### config.mk
export PLATFORM = sky130hd
export DESIGN_NAME = instr_prefetch_unit
export DESIGN_NICKNAME = d
export VERILOG_FILES = /design/src/rtl/instr_prefetch_unit.sv
export SDC_FILE = /design/constraint.sdc
export NUM_CORES = 1
export LEC_CHECK = 0
export ABC_AREA = 1
export CAP_MARGIN = 20
export CORE_UTILIZATION = 45
export CTS_CLUSTER_DIAMETER = 200
export CTS_CLUSTER_SIZE = 25
export DETAILED_ROUTE_END_ITERATION = 8
export PLACE_DENSITY = 0.77
export SYNTH_ARGS = -nofsm -noshare
export SYNTH_HDL_FRONTEND = slang
export SYNTH_SLANG_ARGS = --single-unit
### constraint.sdc
create_clock -name clk -period 10.6 [get_ports clk]
set_input_delay 1.59 -clock clk [delete_from_list [all_inputs] [get_ports clk]]
set_output_delay 1.59 -clock clk [all_outputs]
set_load 0.1 [all_outputs]
### src/rtl/instr_prefetch_unit.sv
// rtl/instr_prefetch_unit.sv - PC owner, fixed-latency imem reader and FWFT prefetch queue
//
// Ports:
//   clk, rst                 clock and synchronous active-high reset
//   load_pc, sel_pc          redirect strobe and source (00 head+4, 01 START_ADDR, 10 branch_target, 11 head)
//   branch_target            redirect byte address for sel_pc=10
//   imem_addr, imem_rd_en    word read request to instruction memory
//   imem_rdata               read data, valid MEM_LATENCY cycles after the request
//   instr_out, pc_out        head instruction and its PC (0 when empty)
//   instr_valid, instr_ready head handshake toward decode
//   fifo_count               occupied queue entries
module instr_prefetch_unit #(
  parameter logic [31:0] START_ADDR  = 32'h0000_0000,
  parameter int          DEPTH       = 4,
  parameter int          MEM_LATENCY = 2
) (
  input  logic                       clk,
  input  logic                       rst,
  input  logic                       load_pc,
  input  logic [1:0]                 sel_pc,
  input  logic [31:0]                branch_target,
  output logic [31:0]                imem_addr,
  output logic                       imem_rd_en,
  input  logic [31:0]                imem_rdata,
  output logic [31:0]                instr_out,
  output logic [31:0]                pc_out,
  output logic                       instr_valid,
  input  logic                       instr_ready,
  output logic [$clog2(DEPTH+1)-1:0] fifo_count
);

  localparam int PW = $clog2(DEPTH);
  localparam int CW = $clog2(DEPTH + 1);

  logic [31:0]            fetch_pc;
  logic [MEM_LATENCY-1:0] trk_v;
  logic [31:0]            trk_pc [MEM_LATENCY];
  logic [31:0]            q_instr [DEPTH];
  logic [31:0]            q_pc [DEPTH];
  logic [PW-1:0]          rd_ptr;
  logic [PW-1:0]          wr_ptr;
  logic [CW-1:0]          count;
  logic [7:0]             inflight;
  logic                   empty;
  logic                   issue;
  logic                   push;
  logic                   pop;
  logic [31:0]            base_pc;
  logic [31:0]            redirect_pc;

  always_comb begin
    inflight = '0;
    for (int i = 0; i < MEM_LATENCY; i++) begin
      inflight = inflight + {7'd0, trk_v[i]};
    end
  end

  assign empty = (count == '0);

  // Credit rule: every outstanding request already owns a queue slot, so the
  // queue can never be asked to accept a word it has no room for.
  assign issue = !rst && !load_pc && ((8'(count) + inflight) < 8'(DEPTH));
  assign push  = trk_v[MEM_LATENCY-1] && !load_pc;
  assign pop   = !empty && instr_ready && !load_pc;

  // Sequential-PC redirects fall back to fetch_pc when there is no head to use.
  always_comb begin
    base_pc = empty ? fetch_pc : q_pc[rd_ptr];
    case (sel_pc)
      2'b00:   redirect_pc = base_pc + 32'd4;
      2'b01:   redirect_pc = START_ADDR;
      2'b10:   redirect_pc = branch_target & 32'hFFFF_FFFC;
      default: redirect_pc = base_pc;
    endcase
  end

  always_ff @(posedge clk) begin
    if (rst) begin
      fetch_pc <= START_ADDR;
      trk_v    <= '0;
      rd_ptr   <= '0;
      wr_ptr   <= '0;
      count    <= '0;
    end else begin
      // A redirect kills everything in flight; their data is dropped on return.
      trk_v[0] <= issue;
      for (int i = 1; i < MEM_LATENCY; i++) begin
        trk_v[i] <= trk_v[i-1] && !load_pc;
      end
      if (load_pc) begin
        fetch_pc <= redirect_pc;
        rd_ptr   <= '0;
        wr_ptr   <= '0;
        count    <= '0;
      end else begin
        if (issue) fetch_pc <= fetch_pc + 32'd4;
        if (push)  wr_ptr <= wr_ptr + PW'(1);
        if (pop)   rd_ptr <= rd_ptr + PW'(1);
        case ({push, pop})
          2'b10:   count <= count + CW'(1);
          2'b01:   count <= count - CW'(1);
          default: count <= count;
        endcase
      end
    end
  end

  // Payload storage needs no reset: validity lives in trk_v and count.
  always_ff @(posedge clk) begin
    trk_pc[0] <= fetch_pc;
    for (int i = 1; i < MEM_LATENCY; i++) begin
      trk_pc[i] <= trk_pc[i-1];
    end
    if (push) begin
      q_instr[wr_ptr] <= imem_rdata;
      q_pc[wr_ptr]    <= trk_pc[MEM_LATENCY-1];
    end
  end

  assign imem_addr   = fetch_pc;
  assign imem_rd_en  = issue;
  assign instr_valid = !empty;
  assign instr_out   = empty ? 32'd0 : q_instr[rd_ptr];
  assign pc_out      = empty ? 32'd0 : q_pc[rd_ptr];
  assign fifo_count  = count;

endmodule

==> results of run 1 <==
[state kept, by name, indices dropped and copies added, names as in the netlist, named ones only]
signal / flops
trk_v: 2
imem_addr: 32
wr_ptr: 2
trk_pc: 64
q_pc: 128
fifo_count: 3
q_instr: 128
rd_ptr: 2
[cell usage in the layout (no fill, tap or decap), drive strengths merged, types with 3 or more instances in the layout]
| cell | synthesis | layout |
|---|---|---|
| nand2 | 423 | 423 |
| o221ai | 7 | 7 |
| dfxtp | 107 | 107 |
| buf | 39 | 13 |
| o21ai | 140 | 140 |
| inv | 205 | 204 |
| nand3 | 104 | 104 |
| o211ai | 6 | 6 |
| o21bai | 4 | 4 |
| nand3b | 3 | 3 |
| xnor2 | 8 | 8 |
| edfxtp | 256 | 256 |
| a41oi | 5 | 5 |
| nor3 | 12 | 12 |
| clkdlybuf4s50 | 0 | 168 |
| and2 | 3 | 3 |
| or2 | 4 | 4 |
| a221oi | 7 | 7 |
| a31oi | 8 | 8 |
| nor2 | 219 | 219 |
| clkbuf | 31 | 31 |
| ha | 8 | 8 |
| a21oi | 68 | 68 |
| nand4 | 11 | 11 |
| clkinv | 2 | 4 |
| xor2 | 6 | 6 |
[cell type report]
class,count,area [um^2],area share
inverter,207,781,0.0422
tap,455,569,0.0308
timing repair buffer,181,1780,0.0962
clock inverter,1,16.3,0.000880
sequential,363,9830,0.532
multi-input combinational,1053,4990,0.270
clock buffer,31,520,0.0281
[stage by stage]
step | instance area, um^2 | cells
floorplan | 15900 | 1693
global placement | 18000 | 2259
detailed placement | 18000 | 2259
CTS | 18500 | 2291
global route | 18500 | 2291
finish | 18500 | 2291
[metal layers]
layer  vias to the layer above  part of all wire
li1                       5816                 -
met1                      5552              0.43
met2                       435              0.48
met3                        50             0.066
met4                         0             0.022
met5                         -                 0
[Yosys cell counts (11+ instances only)]
| library cell | count |
|---|---|
| o21ai_0 | 137 |
| buf_2 | 21 |
| nor2_2 | 12 |
| nor2_1 | 202 |
| nand4_1 | 11 |
| edfxtp_1 | 256 |
| clkbuf_1 | 30 |
| nand2_2 | 21 |
| a21oi_1 | 59 |
| nand3_1 | 103 |
| nand2_1 | 400 |
| inv_1 | 199 |
| dfxtp_1 | 107 |
[cell families after synthesis]
group	after synthesis
fa+ha+maj	9
flops	363
buf+inv	277
xor+xnor	14
compound gates	251
simple gates	779
[worst paths after layout]
| kind | startpoint | end | cells past startpoint | slack [ns] |
|---|---|---|---|---|
| min | trk_pc[0][13] | trk_pc[0][45] | 0 | 0.33 |
| min reg2reg | trk_pc[0][13] | trk_pc[0][45] | 0 | 0.33 |
| max | rst | imem_rd_en | 5 | 4.30 |
| max reg2reg | flip-flop | imem_addr[24] | 18 | 6.18 |
[report_power, final]
| group | total, mW | switching, mW | internal [mW] |
|---|---|---|---|
| Clock | 0.760 | 0.418 | 0.342 |
| Combinational | 0.232 | 0.161 | 0.0714 |
| Sequential | 1.58 | 0.0332 | 1.55 |
==> flow_summary.toml, run 1 <==
[synthesis]
syn_inst = 1693
syn_avg_cell_area_um2 = 9.41
yosys-top-cells-area = "edfxtp_1 (48%), dfxtp_1 (13%), nand2_1 (9.4%), nor2_1 (4.8%), inv_1 (4.7%)"
synth_edf_count = 256
synth_area_um2 = 15900
synth_top_area_cell = "edfxtp_1"
ys_ff_latch = 363
synth_cell_type_count = 48
synth_top_family_by_area = "simple AND/OR/NAND/NOR gates"
synth_adder_area_share = 0.00754
yosys.area_share.simple = 0.207
synthFlopType = "edfxtp_1"
synthesis.nets = 1772
ys_async_sr_fraction = 0
synthXorXnorAreaFrac = 0.00770
yosys_warnings = 0
yosysTopAreaCellShare = 0.483
synthMuxAreaShare = 0
synth_compound_area_frac = 0.0893
ys_seq_area_frac = 0.617

[global_route]
top_usage_layer = "met2"
use_met2 = 0.363
use_met3 = 0.0245
grt_max_degree = 77
antenna_found_initial = 0
grt_usage = 0.213
use_met1 = 0.284
grt_pass1_vias = 11500
grt_pass1_wl_mm = 60.4
overflow = 0

[clocking]
clk_pin_slew_worst_paths_ns = 0.09
cts.sinks = 363
cts_tree = "done"
root_buffer = "clkbuf_16"
htree_levels = 1
cts_setup_buffers = 0
ctsResizeCount = 0
clock_latency_ns = 0.52
clockBufferDepth = 3
cts_buffers = 18
cts_hold_buf = 0

[place]
dp_hpwl_mm = 24.7
io_buffers = 168
gp_congestion = 0.918
dp_worst_setup_slack_ns = 4.32

[drt]
avgRoutedWirePerCell_um = 16.9
wl_mm = 38.8
antenna_left = 0
drt_iter0_drc = 845
via_per_inst = 5.17
first_pass_iters = 5
drc = 0
vias = 11900

[min_path]
hold_class = "reg -> reg"

[floorplanning]
die_area_um2 = 36200
ioPinCount = 171
die_w_um = 190
die_height_um = 190
start_util = 0.459
num_rows = 68
core_um2 = 34700

[critical_path]
critPathArrivalTime_ns = 4.71
endpoint_kind = "primary output"
crit_top_cell = "clkdlybuf4s50_1"
crit_required_ns = 9.01
cpPeakStageDelay_ns = 1.24
crit_type = "in -> out"
critPathTopFamily = "buffers and inverters"
crit_buf_inv = 3
crit_path_max_fanout = 9
cp_slowest_cell = "clkdlybuf4s50_1"
startpoint_type = "primary input"
cp_cell_sequence = "clkdlybuf4s50_1 > nor2_2 > inv_1 > nor3_4 > clkdlybuf4s50_1"

[timing]
setup_tns_ns = 0
min_period_ns = 6.30
drv_slew = 0
setup_ws_ns = 4.30
finalSetupViolations = 0
maxSlewHeadroom = 0.275
holdWs_ns = 0.334
tightest_slew_ns = 1.09
rsz0062_at_grt = "no"
finalCritPeriodShare = 0.594
fmax_ghz = 0.159
hold_violations = 0
clock_skew_ns = 0.0125

[finish]
drive_gt1_frac = 0.0556
syn2layout_area_growth_pct = 16.1
nets = 1903
fillers = 3059
n_antenna_cell = 0
fin_util = 0.533

[job]
maxCapViolCount = 0

[pwr]
ir_drop_v = 0.000110
powerDensity_nw_per_um2 = 139
cellLeakagePower_nw = 7.18
total_power_mw = 2.57

[outcome]
status = "finished, final reports clean"
Power figures use the tool's default switching activity.
==> inputs of run 2 (changes only) <==
--- a/config.mk
+++ b/config.mk
@@ -11,7 +11,7 @@
 export CTS_CLUSTER_DIAMETER = 200
 export CTS_CLUSTER_SIZE = 25
 export DETAILED_ROUTE_END_ITERATION = 8
-export PLACE_DENSITY = 0.77
+export PLACE_DENSITY = 0.79
 export SYNTH_ARGS = -nofsm -noshare
 export SYNTH_HDL_FRONTEND = slang
 export SYNTH_SLANG_ARGS = --single-unit
==> constraint.sdc (replaced) <==
create_clock -name clk -period 5.6 [get_ports clk]
set_input_delay 0.84 -clock clk [delete_from_list [all_inputs] [get_ports clk]]
set_output_delay 0.84 -clock clk [all_outputs]
set_load 0.1 [all_outputs]
==> run 2 against run 1 <==
Against the previous run:
- utilization rose by 0.20 points
- die area did not move
- setup slack got worse by 3.4 ns
- first-iteration DRC count rose by 24%
==> flow_summary.toml, run 2 (synthesized netlist as in run 1, its figures left out) <==
[pwr]
pwr-share-seq = 0.614
cellLeakagePower_nw = 7.21
intPower_mw = 3.71
ir_drop_v = 0.000204
p_sw_mw = 1.16
powerDensity_nw_per_um2 = 262
clkPwrFrac = 0.294
power_frac_comb = 0.091
switching_share = 0.238

[timing]
hold_violations = 0
tightest_slew_ns = 1.03
min_period_ns = 4.67
drv_slew = 0
maxSlewHeadroom = 0.314
finalSetupViolations = 0
finalCritPeriodShare = 0.834
rsz0062_at_grt = "no"
clock_skew_ns = 0.0172
setup_tns_ns = 0
fmax_ghz = 0.214

[drt]
first_pass_iters = 5
vias = 11900
drt_iter0_drc = 1047
wl_mm = 38.9
drc = 0
via_per_inst = 5.21
antenna_left = 0
avgRoutedWirePerCell_um = 16.9

[clocking]
root_buffer = "clkbuf_16"
clock_latency_ns = 0.51
cts_setup_buffers = 0
cts_buffers = 18
cts.sinks = 363
clockBufferDepth = 3
clk_pin_slew_worst_paths_ns = 0.10
cts_tree = "done"
ctsResizeCount = 0
cts_hold_buf = 0
htree_levels = 1

[global_route]
grt_pass1_wl_mm = 60.3
antenna_found_initial = 0
overflow = 0
grt_pass1_vias = 11400
grt_usage = 0.214
grt_max_degree = 97

[min_path]
hold_class = "reg -> reg"

[finish]
fin_util = 0.535
drive_gt1_frac = 0.0576
nets = 1906
final_common_cell = "nand2_1"
final_cell_mix = "nand2_1 (400), edfxtp_1 (256), inv_1 (199), nor2_1 (198), clkdlybuf4s50_1 (167)"
syn2layout_area_growth_pct = 16.5
largestRegisters = "q_instr (128), q_pc (128), trk_pc (64)"
n_antenna_cell = 0

[critical_path]
crit_type = "reg -> out"
critPathArrivalTime_ns = 3.83
crit_required_ns = 4.76
crit_path_max_fanout = 77
startpoint_type = "flip-flop"
endpoint_kind = "primary output"

[floorplanning]
num_rows = 68
die_w_um = 190
die_height_um = 190
core_um2 = 34700
start_util = 0.459
ioPinCount = 171
die_area_um2 = 36200

[job]
maxCapViolCount = 0

[place]
io_buffers = 168
dp_hpwl_mm = 26.0
gp_congestion = 0.904

[outcome]
status = "finished, final reports clean"
[run 2: cell types whose count changed in the layout (fill, tap and decap cells not counted), sizes merged]
cell           previous run  this run
clkdlybuf4s50           168       167
buf                      13        17
[run 2: per-stage QoR]
step	cells	setup WS (ns)	power (mW)	area, um^2	hold WS (ns)
floorplan	1693	1.02	3.33	15900	0.310
global placement	2262	1.38	3.48	18000	0.310
detailed placement	2262	1.34	3.49	18000	0.312
CTS	2294	0.873	4.90	18600	0.332
global route	2294	0.691	5.04	18600	0.332
finish	2294	0.929	4.87	18600	0.335
[run 2: path summary, 6_finish.rpt]
check                              startpoint  cells after the start  slack, ns            end
worst min-delay path            trk_pc[0][23]                      0       0.34  trk_pc[0][55]
worst min register to register  trk_pc[0][23]                      0       0.34  trk_pc[0][55]
worst max-delay path                flip-flop                      6       0.93      pc_out[1]
worst max register to register      flip-flop                     18       2.07  imem_addr[24]
[run 2: power groups by stage]
| stage | Sequential (mW) | Clock (mW) | Combinational, mW |
|---|---|---|---|
| floorplan | 3.15 | 0 | 0.176 |
| detailed placement | 3.05 | 0 | 0.439 |
| global route | 3.00 | 1.56 | 0.473 |
| global placement | 3.05 | 0 | 0.434 |
| finish | 2.99 | 1.43 | 0.444 |
| CTS | 2.99 | 1.47 | 0.441 |
[run 2: layout make-up]
class | count | area (um^2)
fillers | 2983 | 16100
flip-flops and latches | 363 | 9830
multi-input cells | 1053 | 4990
repair buffers | 184 | 1850
inverters | 207 | 781
well taps | 455 | 569
clock buffers | 31 | 520
clock inverters | 1 | 16.3
[run 2: metal layers]
layer / global-route usage / wire [um] / up-vias
li1: - / - / 5832
met4: 0.0705 / 1030 / 0
met5: 0 / 0 / -
met1: 0.285 / 16700 / 5563
met3: 0.0238 / 2660 / 66
met2: 0.364 / 18500 / 488
[run 2: critical path, stage by stage (launching register included)]
cell and delay [ns]:
dfxtp_4 0.47, clkinv_2 0.07, buf_4 0.61, buf_4 0.53, o21ai_0 0.17, a21oi_1 0.23, clkdlybuf4s50_1 1.22
==> inputs of run 3 (changes only) <==
--- a/config.mk
+++ b/config.mk
@@ -11,7 +11,7 @@
 export CTS_CLUSTER_DIAMETER = 200
 export CTS_CLUSTER_SIZE = 25
 export DETAILED_ROUTE_END_ITERATION = 8
-export PLACE_DENSITY = 0.79
+export PLACE_DENSITY = 0.77
 export SYNTH_ARGS = -nofsm -noshare
 export SYNTH_HDL_FRONTEND = slang
 export SYNTH_SLANG_ARGS = --single-unit
==> constraint.sdc (replaced) <==
create_clock -name clk -period 4.49 [get_ports clk]
set_input_delay 0.6735 -clock clk [delete_from_list [all_inputs] [get_ports clk]]
set_output_delay 0.6735 -clock clk [all_outputs]
set_load 0.1 [all_outputs]
==> run 3 against run 2 <==
Against the previous run:
- cell area is 0.57% lower
- sequential power is 25% higher
- sequential share of layout area is 0.31 points higher
- hold slack got worse by 0.0058 ns
- critical path type unchanged
- largest power group unchanged
==> flow_summary.toml, run 3 (synthesized netlist as in run 1, its figures left out) <==
[finish]
fillers = 3045
drive_gt1_frac = 0.0954
n_antenna_cell = 0
nets = 1912
fin_util = 0.532
syn2layout_area_growth_pct = 15.9
multi_input_area_um2 = 4990
final_cell_mix = "nand2_1 (400), edfxtp_1 (256), inv_1 (199), nor2_1 (198), o21ai_0 (137)"
stdcell_area_um2 = 18500
final_common_cell = "nand2_1"
seqCellArea_um2 = 9830
largestRegisters = "q_instr (128), q_pc (128), trk_pc (64)"

[drt]
drc = 0
first_pass_iters = 6
via_per_inst = 5.21
drt_iter0_drc = 937
antenna_left = 0
wl_mm = 38.7
vias = 12000
avgRoutedWirePerCell_um = 16.8

[floorplanning]
num_rows = 68
ioPinCount = 171
die_area_um2 = 36200
die_w_um = 190
core_um2 = 34700
start_util = 0.459
die_height_um = 190

[global_route]
overflow = 0
grt_pass1_vias = 11500
antenna_found_initial = 0
grt_usage = 0.213
grt_max_degree = 65
grt_pass1_wl_mm = 60.4

[clocking]
htree_levels = 1
clockBufferDepth = 3
clock_latency_ns = 0.52
cts_tree = "done"
cts.sinks = 363
cts_buffers = 18
root_buffer = "clkbuf_16"
ctsResizeCount = 0
cts_hold_buf = 0
cts_setup_buffers = 0
clk_pin_slew_worst_paths_ns = 0.09

[pwr]
pwr-share-seq = 0.612
intPower_mw = 4.63
cellLeakagePower_nw = 7.38
p_sw_mw = 1.46
powerDensity_nw_per_um2 = 330
clkPwrFrac = 0.297
power_frac_comb = 0.091
switching_share = 0.240
ir_drop_v = 0.000225

[place]
place_area_um2 = 17900
dp_worst_setup_slack_ns = 1.02
io_buffers = 168
dp_hpwl_mm = 24.9
gp_congestion = 0.915

[timing]
min_period_ns = 3.91
holdWs_ns = 0.329
setup_ws_ns = 0.576
finalSetupViolations = 0
clock_skew_ns = 0.0174
finalCritPeriodShare = 0.872
rsz0062_at_grt = "no"
setup_tns_ns = 0
tightest_slew_ns = 1.07
maxSlewHeadroom = 0.285
drv_slew = 0
hold_violations = 0
fmax_ghz = 0.255

[critical_path]
crit_required_ns = 3.82
endpoint_kind = "primary output"
crit_type = "reg -> out"
startpoint_type = "flip-flop"
critPathTopFamily = "buffers and inverters"
crit_path_max_fanout = 59
crit_buf_inv = 4
crit_top_cell = "buf_4"
cp_slowest_cell = "buf_4"
critPathArrivalTime_ns = 3.24
cp_cell_sequence = "buf_4 > buf_4 > o21ai_0 > o22ai_1 > nand2_1 > inv_1 > buf_4"
cpPeakStageDelay_ns = 0.62

[min_path]
hold_class = "reg -> reg"

[outcome]
status = "finished, final reports clean"

[job]
maxCapViolCount = 0
## run 3: metal layers
metal  vias to the layer above  wire length [um]  GRT usage
met4                         0              1140     0.0738
met5                         -                 0          0
met2                       477             18100      0.361
met1                      5599             16800      0.287
met3                        65              2700     0.0208
li1                       5840                 -          -
## run 3: power groups by stage
stage               registers [mW]  logic (mW)  clock network [mW]
floorplan                     3.93       0.220                   0
global placement              3.80       0.545                   0
detailed placement            3.80       0.551                   0
CTS                           3.73       0.553                1.85
global route                  3.74       0.593                1.97
finish                        3.73       0.555                1.81
## run 3: final timing paths
path / from / end / cells past startpoint / slack, ns
worst max-delay path: flip-flop / pc_out[31] / 7 / 0.58
worst min-delay path: trk_pc[0][28] / trk_pc[0][60] / 0 / 0.33
worst max register to register: flip-flop / imem_addr[30] / 18 / 1.00
worst min register to register: trk_pc[0][28] / trk_pc[0][60] / 0 / 0.33
## run 3: worst reg2reg max path: stages, from the launching register on
cell and delay [ns]:
dfxtp_4 0.45, buf_4 0.58, buf_4 0.66, nand2_1 0.16, nand2_1 0.10, nand2_1 0.05, nand2_1 0.09, nand2_1 0.10
nand2_1 0.25, nand2_1 0.11, nor2_1 0.26, nand2_1 0.11, nor2_2 0.11, nand2_1 0.06, nand2_1 0.06, nand3_1 0.07
nand2_1 0.08, nand3_1 0.06, nor2_1 0.11
## run 3: cell type report
type                    instances  area share
repair buffers                190      0.0946
clock buffers                  30      0.0280
multi-input cells            1053       0.271
inverters                     207      0.0423
flip-flops and latches        363       0.533
clock inverters                 1    0.000881
well taps                     455      0.0308
## run 3: metrics by stage
stage	cells	total power [mW]
floorplan	1693	4.15
global placement	2268	4.34
detailed placement	2268	4.35
CTS	2299	6.13
global route	2299	6.31
finish	2299	6.09
